## src/rtl/data_sync_pkg.sv

```systemverilog
// Shared constants and types for the multi-channel bus synchroniser.
//   EVENT_LEVEL / EVENT_TOGGLE : values for the EVENT_MODE parameter
//   NUM_STAGES_MIN             : shallowest synchroniser chain accepted
//   ch_state_t                 : per-channel data-holding state
package data_sync_pkg;

  localparam int EVENT_LEVEL    = 0;
  localparam int EVENT_TOGGLE   = 1;
  localparam int NUM_STAGES_MIN = 2;

  typedef enum logic {
    CH_EMPTY = 1'b0,
    CH_FULL  = 1'b1
  } ch_state_t;

endpackage

```

## src/rtl/data_sync_ch.sv

```systemverilog
// One channel of the bus synchroniser. It moves the asynchronous qualifier
// through a flop chain, detects an event on it, captures the held source bus,
// and tracks whether unread data is present and whether data was overwritten.
// Ports:
//   CLK, RST      destination clock, synchronous active-high reset
//   unsync_bus    source data, held stable by the source around the event
//   bus_enable    asynchronous qualifier (level or toggle, per EVENT_MODE)
//   clr_valid     consumer acknowledge, clears sync_valid and overrun
//   sync_bus      captured data
//   enable_pulse  one-cycle strobe aligned with the sync_bus update
//   sync_valid    unread data present
//   overrun       sticky: an event arrived while data was still unread
//   ack_toggle    flips on every capture, returned to the source domain
module data_sync_ch
  import data_sync_pkg::*;
#(
  parameter int BUS_WIDTH  = 8,
  parameter int NUM_STAGES = 2,
  parameter int EVENT_MODE = EVENT_LEVEL
) (
  input  logic                 CLK,
  input  logic                 RST,
  input  logic [BUS_WIDTH-1:0] unsync_bus,
  input  logic                 bus_enable,
  input  logic                 clr_valid,
  output logic [BUS_WIDTH-1:0] sync_bus,
  output logic                 enable_pulse,
  output logic                 sync_valid,
  output logic                 overrun,
  output logic                 ack_toggle
);

  if (NUM_STAGES < NUM_STAGES_MIN) begin : g_bad_stages
    $error("data_sync_ch: NUM_STAGES must be at least 2");
  end
  if (EVENT_MODE != EVENT_LEVEL && EVENT_MODE != EVENT_TOGGLE) begin : g_bad_mode
    $error("data_sync_ch: EVENT_MODE must be 0 (level) or 1 (toggle)");
  end

  // Synchroniser chain: flop-to-flop only, the CDC constraints key on this name.
  (* ASYNC_REG = "TRUE" *) logic [NUM_STAGES-1:0] sync_meta_q;
  logic                 prev_q;
  logic                 evt;
  logic [BUS_WIDTH-1:0] data_q;
  logic                 pulse_q;
  logic                 ack_q;
  ch_state_t            state_q, state_d;
  logic                 overrun_q, overrun_d;

  // Stage boundary: asynchronous input -> chain -> edge-history flop
  always_ff @(posedge CLK) begin
    if (RST) begin
      sync_meta_q <= '0;
      prev_q      <= 1'b0;
    end else begin
      sync_meta_q <= {sync_meta_q[NUM_STAGES-2:0], bus_enable};
      prev_q      <= sync_meta_q[NUM_STAGES-1];
    end
  end

  assign evt = (EVENT_MODE == EVENT_TOGGLE)
             ? (sync_meta_q[NUM_STAGES-1] ^ prev_q)
             : (sync_meta_q[NUM_STAGES-1] & ~prev_q);

  // Stage boundary: event -> capture register, strobe, ack and state
  always_ff @(posedge CLK) begin
    if (RST) begin
      data_q    <= '0;
      pulse_q   <= 1'b0;
      ack_q     <= 1'b0;
      state_q   <= CH_EMPTY;
      overrun_q <= 1'b0;
    end else begin
      pulse_q <= evt;
      if (evt) begin
        data_q <= unsync_bus;
        ack_q  <= ~ack_q;
      end
      state_q   <= state_d;
      overrun_q <= overrun_d;
    end
  end

  // A capture always wins over a same-cycle clear: the fresh data is unread.
  always_comb begin
    state_d   = state_q;
    overrun_d = overrun_q;
    case (state_q)
      CH_EMPTY: begin
        if (evt) state_d = CH_FULL;
      end
      CH_FULL: begin
        if (evt && !clr_valid) begin
          overrun_d = 1'b1;
        end else if (!evt && clr_valid) begin
          state_d   = CH_EMPTY;
          overrun_d = 1'b0;
        end
      end
    endcase
  end

  assign sync_bus     = data_q;
  assign enable_pulse = pulse_q;
  assign sync_valid   = (state_q == CH_FULL);
  assign overrun      = overrun_q;
  assign ack_toggle   = ack_q;

endmodule

```

## src/rtl/data_sync_mc.sv

```systemverilog
// Multi-channel bus synchroniser into the CLK domain: NUM_CH independent
// data_sync_ch instances with the packed buses sliced per channel.
// Ports:
//   CLK, RST      destination clock, synchronous active-high reset
//   unsync_bus    source data, channel i at [i*BUS_WIDTH +: BUS_WIDTH]
//   bus_enable    per-channel asynchronous qualifier
//   clr_valid     per-channel consumer acknowledge
//   sync_bus      captured data, same packing as unsync_bus
//   enable_pulse  per-channel one-cycle capture strobe
//   sync_valid    per-channel unread-data flag
//   overrun       per-channel sticky overwrite flag
//   ack_toggle    per-channel capture toggle for the return handshake
module data_sync_mc
  import data_sync_pkg::*;
#(
  parameter int BUS_WIDTH  = 8,
  parameter int NUM_STAGES = 2,
  parameter int NUM_CH     = 2,
  parameter int EVENT_MODE = EVENT_LEVEL
) (
  input  logic                        CLK,
  input  logic                        RST,
  input  logic [NUM_CH*BUS_WIDTH-1:0] unsync_bus,
  input  logic [NUM_CH-1:0]           bus_enable,
  input  logic [NUM_CH-1:0]           clr_valid,
  output logic [NUM_CH*BUS_WIDTH-1:0] sync_bus,
  output logic [NUM_CH-1:0]           enable_pulse,
  output logic [NUM_CH-1:0]           sync_valid,
  output logic [NUM_CH-1:0]           overrun,
  output logic [NUM_CH-1:0]           ack_toggle
);

  if (NUM_CH < 1) begin : g_bad_ch
    $error("data_sync_mc: NUM_CH must be at least 1");
  end

  for (genvar i = 0; i < NUM_CH; i++) begin : g_ch
    data_sync_ch #(
      .BUS_WIDTH  (BUS_WIDTH),
      .NUM_STAGES (NUM_STAGES),
      .EVENT_MODE (EVENT_MODE)
    ) u_ch (
      .CLK          (CLK),
      .RST          (RST),
      .unsync_bus   (unsync_bus[i*BUS_WIDTH +: BUS_WIDTH]),
      .bus_enable   (bus_enable[i]),
      .clr_valid    (clr_valid[i]),
      .sync_bus     (sync_bus[i*BUS_WIDTH +: BUS_WIDTH]),
      .enable_pulse (enable_pulse[i]),
      .sync_valid   (sync_valid[i]),
      .overrun      (overrun[i]),
      .ack_toggle   (ack_toggle[i])
    );
  end

endmodule

```

## config.mk

```make
export PLATFORM = sky130hd
export DESIGN_NAME = data_sync_mc
export DESIGN_NICKNAME = d
export VERILOG_FILES = /design/src/rtl/data_sync_pkg.sv /design/src/rtl/data_sync_ch.sv /design/src/rtl/data_sync_mc.sv
export SDC_FILE = /design/constraint.sdc
export NUM_CORES = 1
export LEC_CHECK = 0
export BUFFER_PORTS_ARGS = -buffer_cell sky130_fd_sc_hd__buf_2
export CAP_MARGIN = 20
export CORE_UTILIZATION = 45
export CTS_BUF_LIST = sky130_fd_sc_hd__clkbuf_4
export DETAILED_ROUTE_END_ITERATION = 8
export GPL_TIMING_DRIVEN = 1
export PLACE_DENSITY_LB_ADDON = 0.3
export SLEW_MARGIN = 0
export SYNTH_ARGS = -nofsm -noshare
export SYNTH_HDL_FRONTEND = slang
export SYNTH_SLANG_ARGS = --single-unit
```

## constraint.sdc

```tcl
create_clock -name CLK -period 2 [get_ports CLK]
set_clock_uncertainty 0.05 [all_clocks]
set_input_delay 0.1 -clock CLK [delete_from_list [all_inputs] [get_ports CLK]]
set_output_delay 0.1 -clock CLK [all_outputs]
set_load 0.01 [all_outputs]
```

==> results.md, run 1 <==
* Status: finished clean
* Simple-gate area share of the yosys netlist at 33.2%
* Drc violations at 0
* Share of layout cells above drive strength 1 at 34.5%
* Main combinational cell family by area after synthesis: simple AND/OR/NAND/NOR gates
* Compound-cell area share of the yosys netlist at 7.94%
* Nets at 194
* Drt via density at 5.17
* Maxcap violations at 0
* H-tree levels at 2
* Most frequent cells in the layout: 45 x buf_2, 30 x dfxtp_1, 18 x nand2b_1, 18 x nand4bb_1, 18 x o21ai_1
* Hold Crit Class: in2reg
* DR vias at 1,028
* Slowest-stage cell, CP: dfxtp_1
* Clk Tree Root Cell: clkbuf_4
* Die Width at 56.2 um
* Starting Density at 47.6%
* Max clock buf depth at 2
* Initial DRC count at 35
* Peak supply drop at 0.524 mV
* Least-Margin Pin Slew at 647 ps
* Global route total overflow at 0
* Pwr Density at 687 nW/um2
* Finish-stage setup viols at 0
* Core area at 2780 um2
* Commonest non-fill, non-tap cell in the layout: buf_2
* Post-Syn Instances at 127
* WL per Instance at 12.4 um
* GR peak layer: met2
* Worst EP arrival at 1620 ps
* Synth Warn # at 0
* TritonCTS Buffers at 5
* Worst Hold Path Cells at 3
* Rel. slew slack at 56.9%
* Max Fclk at 0.688 GHz
* CTS clk-pin slew, worst paths at 80 ps
* Cell Area, Synth at 1320 um2
* Leak Pwr at 0.705 nW
* Later-pin clock latency in the skew report at 310 ps
* Met3 GRT Util at 6.51%
* Top FF cell, synth: dfxtp_1
* Dpl ws at 564 ps
* N_diodes at 0
* Syn nets at 153
* Post-detailed-route count of antenna-violating nets at 0
* Reg2reg path depth at 4
* DP HPWL at 1720 um
* Post-synthesis sequential area ratio at 45.4%
* Post-Synth Adder-Cell Area at 3.78%
* Crit. End Element: flip-flop
* Max Slew Vio Count at 0
* I/O pin count at 46
* Setup CP Type: reg2reg
* Post-CTS Resized at 0
* Origin of the critical flop-to-flop path: g_ch[0].u_ch.sync_meta_q[1]
* Final wirelength at 2470 um
* Synth unique cells at 17
* Die area at 3160 um2
* Hold Fails Final Rpt at 0
* Crit-path cells: nand2b_4 -> ha_1 -> or3b_1 -> o31ai_1
* Final WS setup at 546 ps
* Setup crit start kind: flip-flop
* # port buffers at 45
* Met2 usage at 29.1%
* Period utilization at 72.7%
* Largest stage delay on the critical path at 560 ps
* First-pass GRT wire length at 4220 um
* Vias in the first global route at 969
* Mux cell area share after synthesis at 2.27%
* CTS Sinks at 30
* Largest net degree at the start of global routing at 51
* Xor/xnor share of the synthesized area at 0%
* Post-synth ARST share at 0%
* Synthesized flop and latch total at 30
* 1st-pass router iterations at 4
* Final core utilization at 56.9%
* CTS tree: built
* Worst hold start: unsync_bus[8]
* Number of antenna violations at the first check in global routing at 0
* CP startpoint: g_ch[0].u_ch.sync_meta_q[1]
* Die H at 56.2 um
* Std cell rows at 19
* Area grow syn2layout at 19.5%
* Routing usage on met1 at 20.6%
* Critical Path Fanout Max at 10
* GRT Util Overall at 17.5%
* RSZ-0062 raised after global routing: no
* Critical path required time at 2170 ps
* Post-synth EDFFs at 0
* Setup_tns at 0 ps
* Min Clock Period, post-route at 1450 ps
* Synthesized area per cell at 10.4 um2
* Setup Buffers After CTS at 0
* GP Congestion at 0.731
-- synth_stat cells, types with 2 or more instances --
master | n | area [um2]
nand2b_1 | 18 | 113
mux2_4 | 2 | 30.0
buf_4 | 8 | 60.1
inv_4 | 2 | 12.5
ha_1 | 4 | 50.1
o31ai_1 | 2 | 15.0
nor2_1 | 2 | 7.51
nor2b_1 | 11 | 68.8
o21ai_1 | 18 | 90.1
clkbuf_1 | 5 | 18.8
inv_1 | 2 | 7.51
nand4bb_1 | 18 | 203
or3b_1 | 2 | 17.5
dfxtp_1 | 30 | 601
-- worst max-delay path, delay by kind of cell, from the launching register on --
| family | cells | cell delay (ps) |
|---|---|---|
| AO/OA/AOI/OAI | 1 | 80 |
| AND/OR/NAND/NOR | 2 | 490 |
| adder cells (fa/ha/maj) | 1 | 190 |
| flip-flops | 1 | 560 |
-- final timing paths --
kind,to,slack (ps)
hold / removal,g_ch[1].u_ch.sync_bus[0],10
setup / recovery,g_ch[0].u_ch.sync_valid,550
setup reg to reg,g_ch[0].u_ch.sync_valid,550
hold reg to reg,g_ch[1].u_ch.sync_meta_q[1],400
-- power by group --
group          internal, mW  total (mW)  leakage (nW)  switching [mW]
clock                 0.159       0.340        0.0322           0.180
sequential            0.618       0.634         0.244          0.0161
combinational        0.0623       0.112         0.428          0.0496
-- final cells by class --
cell class	instances	area [um2]
Multi-Input combinational cell	80	624
Inverter	4	20.0
Tap cell	31	38.8
Sequential cell	30	601
Clock buffer	7	52.6
Fill cell	255	1200
Timing Repair Buffer	47	245
-- routing by layer --
metal,part of all wire [%],up-vias,wire [um]
met1,45,467,1110
met4,0.65,0,16
met2,47,40,1160
li1,-,519,-
met3,7.5,2,185
met5,0,-,0
-- sequential cells by signal, indices dropped and copies added, names as in the netlist --
signal,count
g_ch.u_ch.sync_bus,16
g_ch.u_ch.sync_meta_q,4
g_ch.u_ch.ack_toggle,2
g_ch.u_ch.enable_pulse,2
g_ch.u_ch.overrun,2
g_ch.u_ch.prev_q,2
g_ch.u_ch.sync_valid,2
-- logic make-up (layout without fill, tap and decap cells) --
kind of cell	count (synthesis)	count (layout)
AO/OA/AOI/OAI	20	20
adder cells (fa/ha/maj)	4	4
buffers and inverters	17	58
flip-flops	30	30
multiplexers	2	2
AND/OR/NAND/NOR	54	54
-- per-stage QoR --
stage | hold slack (ps) | std cells | power [mW] | instance area [um2]
global placement | 264 | 190 | 0.753 | 1510
detailed placement | 272 | 190 | 0.758 | 1510
global route | 2.98 | 199 | 1.15 | 1580
floorplan | 178 | 127 | 0.717 | 1320
finish | 13.1 | 199 | 1.09 | 1580
CTS | 0.760 | 199 | 1.10 | 1580
-- what timing repair did --
action / 4_1_cts / 5_1_grt
hold buffers: 2 / 0
setup endpoints to repair: 0 / 0
hold endpoints to repair: 2 / 0
Power figures use the tool's default switching activity.
==> run 2, diff against run 1 <==
==> constraint.sdc (replaced) <==
create_clock -name CLK -period 1.2 [get_ports CLK]
set_clock_uncertainty 0.05 [all_clocks]
set_input_delay 0.06 -clock CLK [delete_from_list [all_inputs] [get_ports CLK]]
set_output_delay 0.06 -clock CLK [all_outputs]
set_load 0.01 [all_outputs]
==> run 2 against run 1 <==
Effect of this change:
- combinational power rose to 2.6 times the previous value
- clock power is 67% higher
- critical path type unchanged
- final cell count grew 14%
- worst setup slack worse by 580 ps
- largest cell class unchanged
- the flow now finishes with violations (negative setup slack)
- first-iteration DRC count up 77%
- register-to-register slack lost 580 ps
==> results.md, run 2 (same netlist as run 1, synthesis figures left out) <==
* Status: finished with violations
* Violations in the final reports: negative setup slack
* Slowest-stage cell, CP: or3b_4
* Later-pin clock latency in the skew report at 320 ps
* H-tree levels at 2
* DP HPWL at 1880 um
* Final wirelength at 2920 um
* Hold Fails Final Rpt at 0
* 1st-pass router iterations at 4
* TritonCTS Buffers at 5
* Final WS setup at -35.7 ps
* GP Congestion at 0.701
* Met2 usage at 35.2%
* Clk Tree Root Cell: clkbuf_4
* Pwr Density at 986 nW/um2
* Area grow syn2layout at 46.1%
* Core area at 2780 um2
* I/O pin count at 46
* Max clock buf depth at 2
* Worst EP arrival at 1430 ps
* Post-detailed-route count of antenna-violating nets at 0
* Internal at 1.44 mW
* RSZ-0062 raised after global routing: yes
* Die H at 56.2 um
* Critical path required time at 1390 ps
* Seq pwr share at 55.1%
* GR peak layer: met2
* Rel. slew slack at 84.2%
* Combinational power share at 15.1%
* Starting Density at 47.6%
* Critical Path Fanout Max at 3
* DP Area at 1590 um2
* Die Width at 56.2 um
* Routing usage on met1 at 22.4%
* Fillers at 218
* Clock network power share at 29.8%
* R2r setup slk at -40 ps
* CTS clk-pin slew, worst paths at 90 ps
* P_sw at 465 uW
* Finish-stage setup viols at 2
* Met3 GRT Util at 5.58%
* Max Fclk at 0.809 GHz
* Initial DRC count at 62
* Leak Pwr at 0.849 nW
* Reg2reg path depth at 4
* Global route total overflow at 0
* Sw Share at 24.4%
* Die area at 3160 um2
* Drc violations at 0
* Vias in the first global route at 1,112
* WL per Instance at 12.9 um
* Post-Layout Cell Count at 227
* DP Cell Count at 198
* Nets at 221
* Setup crit start kind: flip-flop
* Worst Hold Path Cells at 3
* DR vias at 1,140
* Crit. End Element: flip-flop
* Largest net degree at the start of global routing at 51
* Register area at 606 um2
* Share of layout cells above drive strength 1 at 41.3%
* Hold Crit Class: in2reg
* Commonest non-fill, non-tap cell in the layout: buf_2
* First-pass GRT wire length at 4950 um
* Crit-path cells: nand2b_4 -> ha_4 -> or3b_4 -> o31ai_4
* Max reg flops at 16
* Std cell rows at 19
* Least-Margin Pin Slew at 237 ps
* # port buffers at 45
* Drt via density at 5.02
* Number of antenna violations at the first check in global routing at 0
* Peak supply drop at 0.849 mV
* Max Slew Vio Count at 0
* Largest stage delay on the critical path at 380 ps
* N_diodes at 0
* Maxcap violations at 0
* CTS Sinks at 30
* Footprint of the multi-input gates at 712 um2
* CTS tree: built
* Setup_tns at -59.8 ps
* Final Cell Area at 1930 um2
* Setup CP Type: reg2reg
* GRT Util Overall at 20.7%
* Min Clock Period, post-route at 1240 ps
* Period utilization at 103%
* Most frequent cells in the layout: 45 x buf_2, 26 x dfxtp_1
## run 2: cell types whose count changed in the layout (fill, tap and decap cells not counted), sizes merged
cell         change
dlygate4sd3     +16
buf             +11
clkinv           +2
clkbuf           -1
## run 2: area by class of cell
type / instances / share of cell area (%)
clock buffers: 6 / 2.33
multi-input cells: 80 / 36.8
flip-flops and latches: 30 / 31.3
repair buffers: 74 / 26.1
clock inverters: 2 / 0.453
well taps: 31 / 2.01
inverters: 4 / 1.03
## run 2: worst paths after layout
kind / endpoint / start
worst min register to register: g_ch[1].u_ch.sync_meta_q[1] / g_ch[1].u_ch.sync_meta_q[0]
worst max-delay path: g_ch[1].u_ch.sync_valid / g_ch[1].u_ch.prev_q
worst max register to register: g_ch[1].u_ch.sync_valid / g_ch[1].u_ch.prev_q
worst min-delay path: g_ch[0].u_ch.sync_meta_q[1] / RST
## run 2: repair_timing
item,in CTS,in global routing
endpoints found under the setup margin,2,4
resized for setup,8,5
hold buffers,18,0
cloned,0,0
endpoints found under the hold margin,18,0
setup buffers,2,1
pin swaps,2,1
## run 2: power groups by stage
| stage | combinational, mW | clock [mW] | sequential [mW] |
|---|---|---|---|
| global route | 0.312 | 0.645 | 1.06 |
| floorplan | 0.113 | 0 | 1.08 |
| global placement | 0.208 | 0 | 1.07 |
| CTS | 0.275 | 0.600 | 1.05 |
| finish | 0.288 | 0.569 | 1.05 |
| detailed placement | 0.216 | 0 | 1.07 |
## run 2: per-layer routing
metal	vias up	wire length [um]
met5	-	0
met4	0	95
met3	12	143
met2	39	1410
met1	516	1270
li1	573	-
## run 2: worst max-delay path, delay by kind of cell, from the launching register on
family	cells	cell delay (ps)
and+or+nand+nor	2	540
DFF	1	330
adders and majority gates	1	160
AOI/OAI and AO/OA	1	70
## run 2: metrics by stage
step / hold slack (ps) / utilization, % / worst slack, ps / power [mW]
after CTS: 73.4 / 67.8 / -34.6 / 1.93
after floorplan: 138 / - / 5.18 / 1.20
after detailed placement: 225 / 57.2 / -72.6 / 1.29
final: 97.4 / 69.5 / -35.7 / 1.91
after global placement: 225 / 57.2 / 34.3 / 1.28
after global routing: 81.9 / 69.5 / -71.6 / 2.01
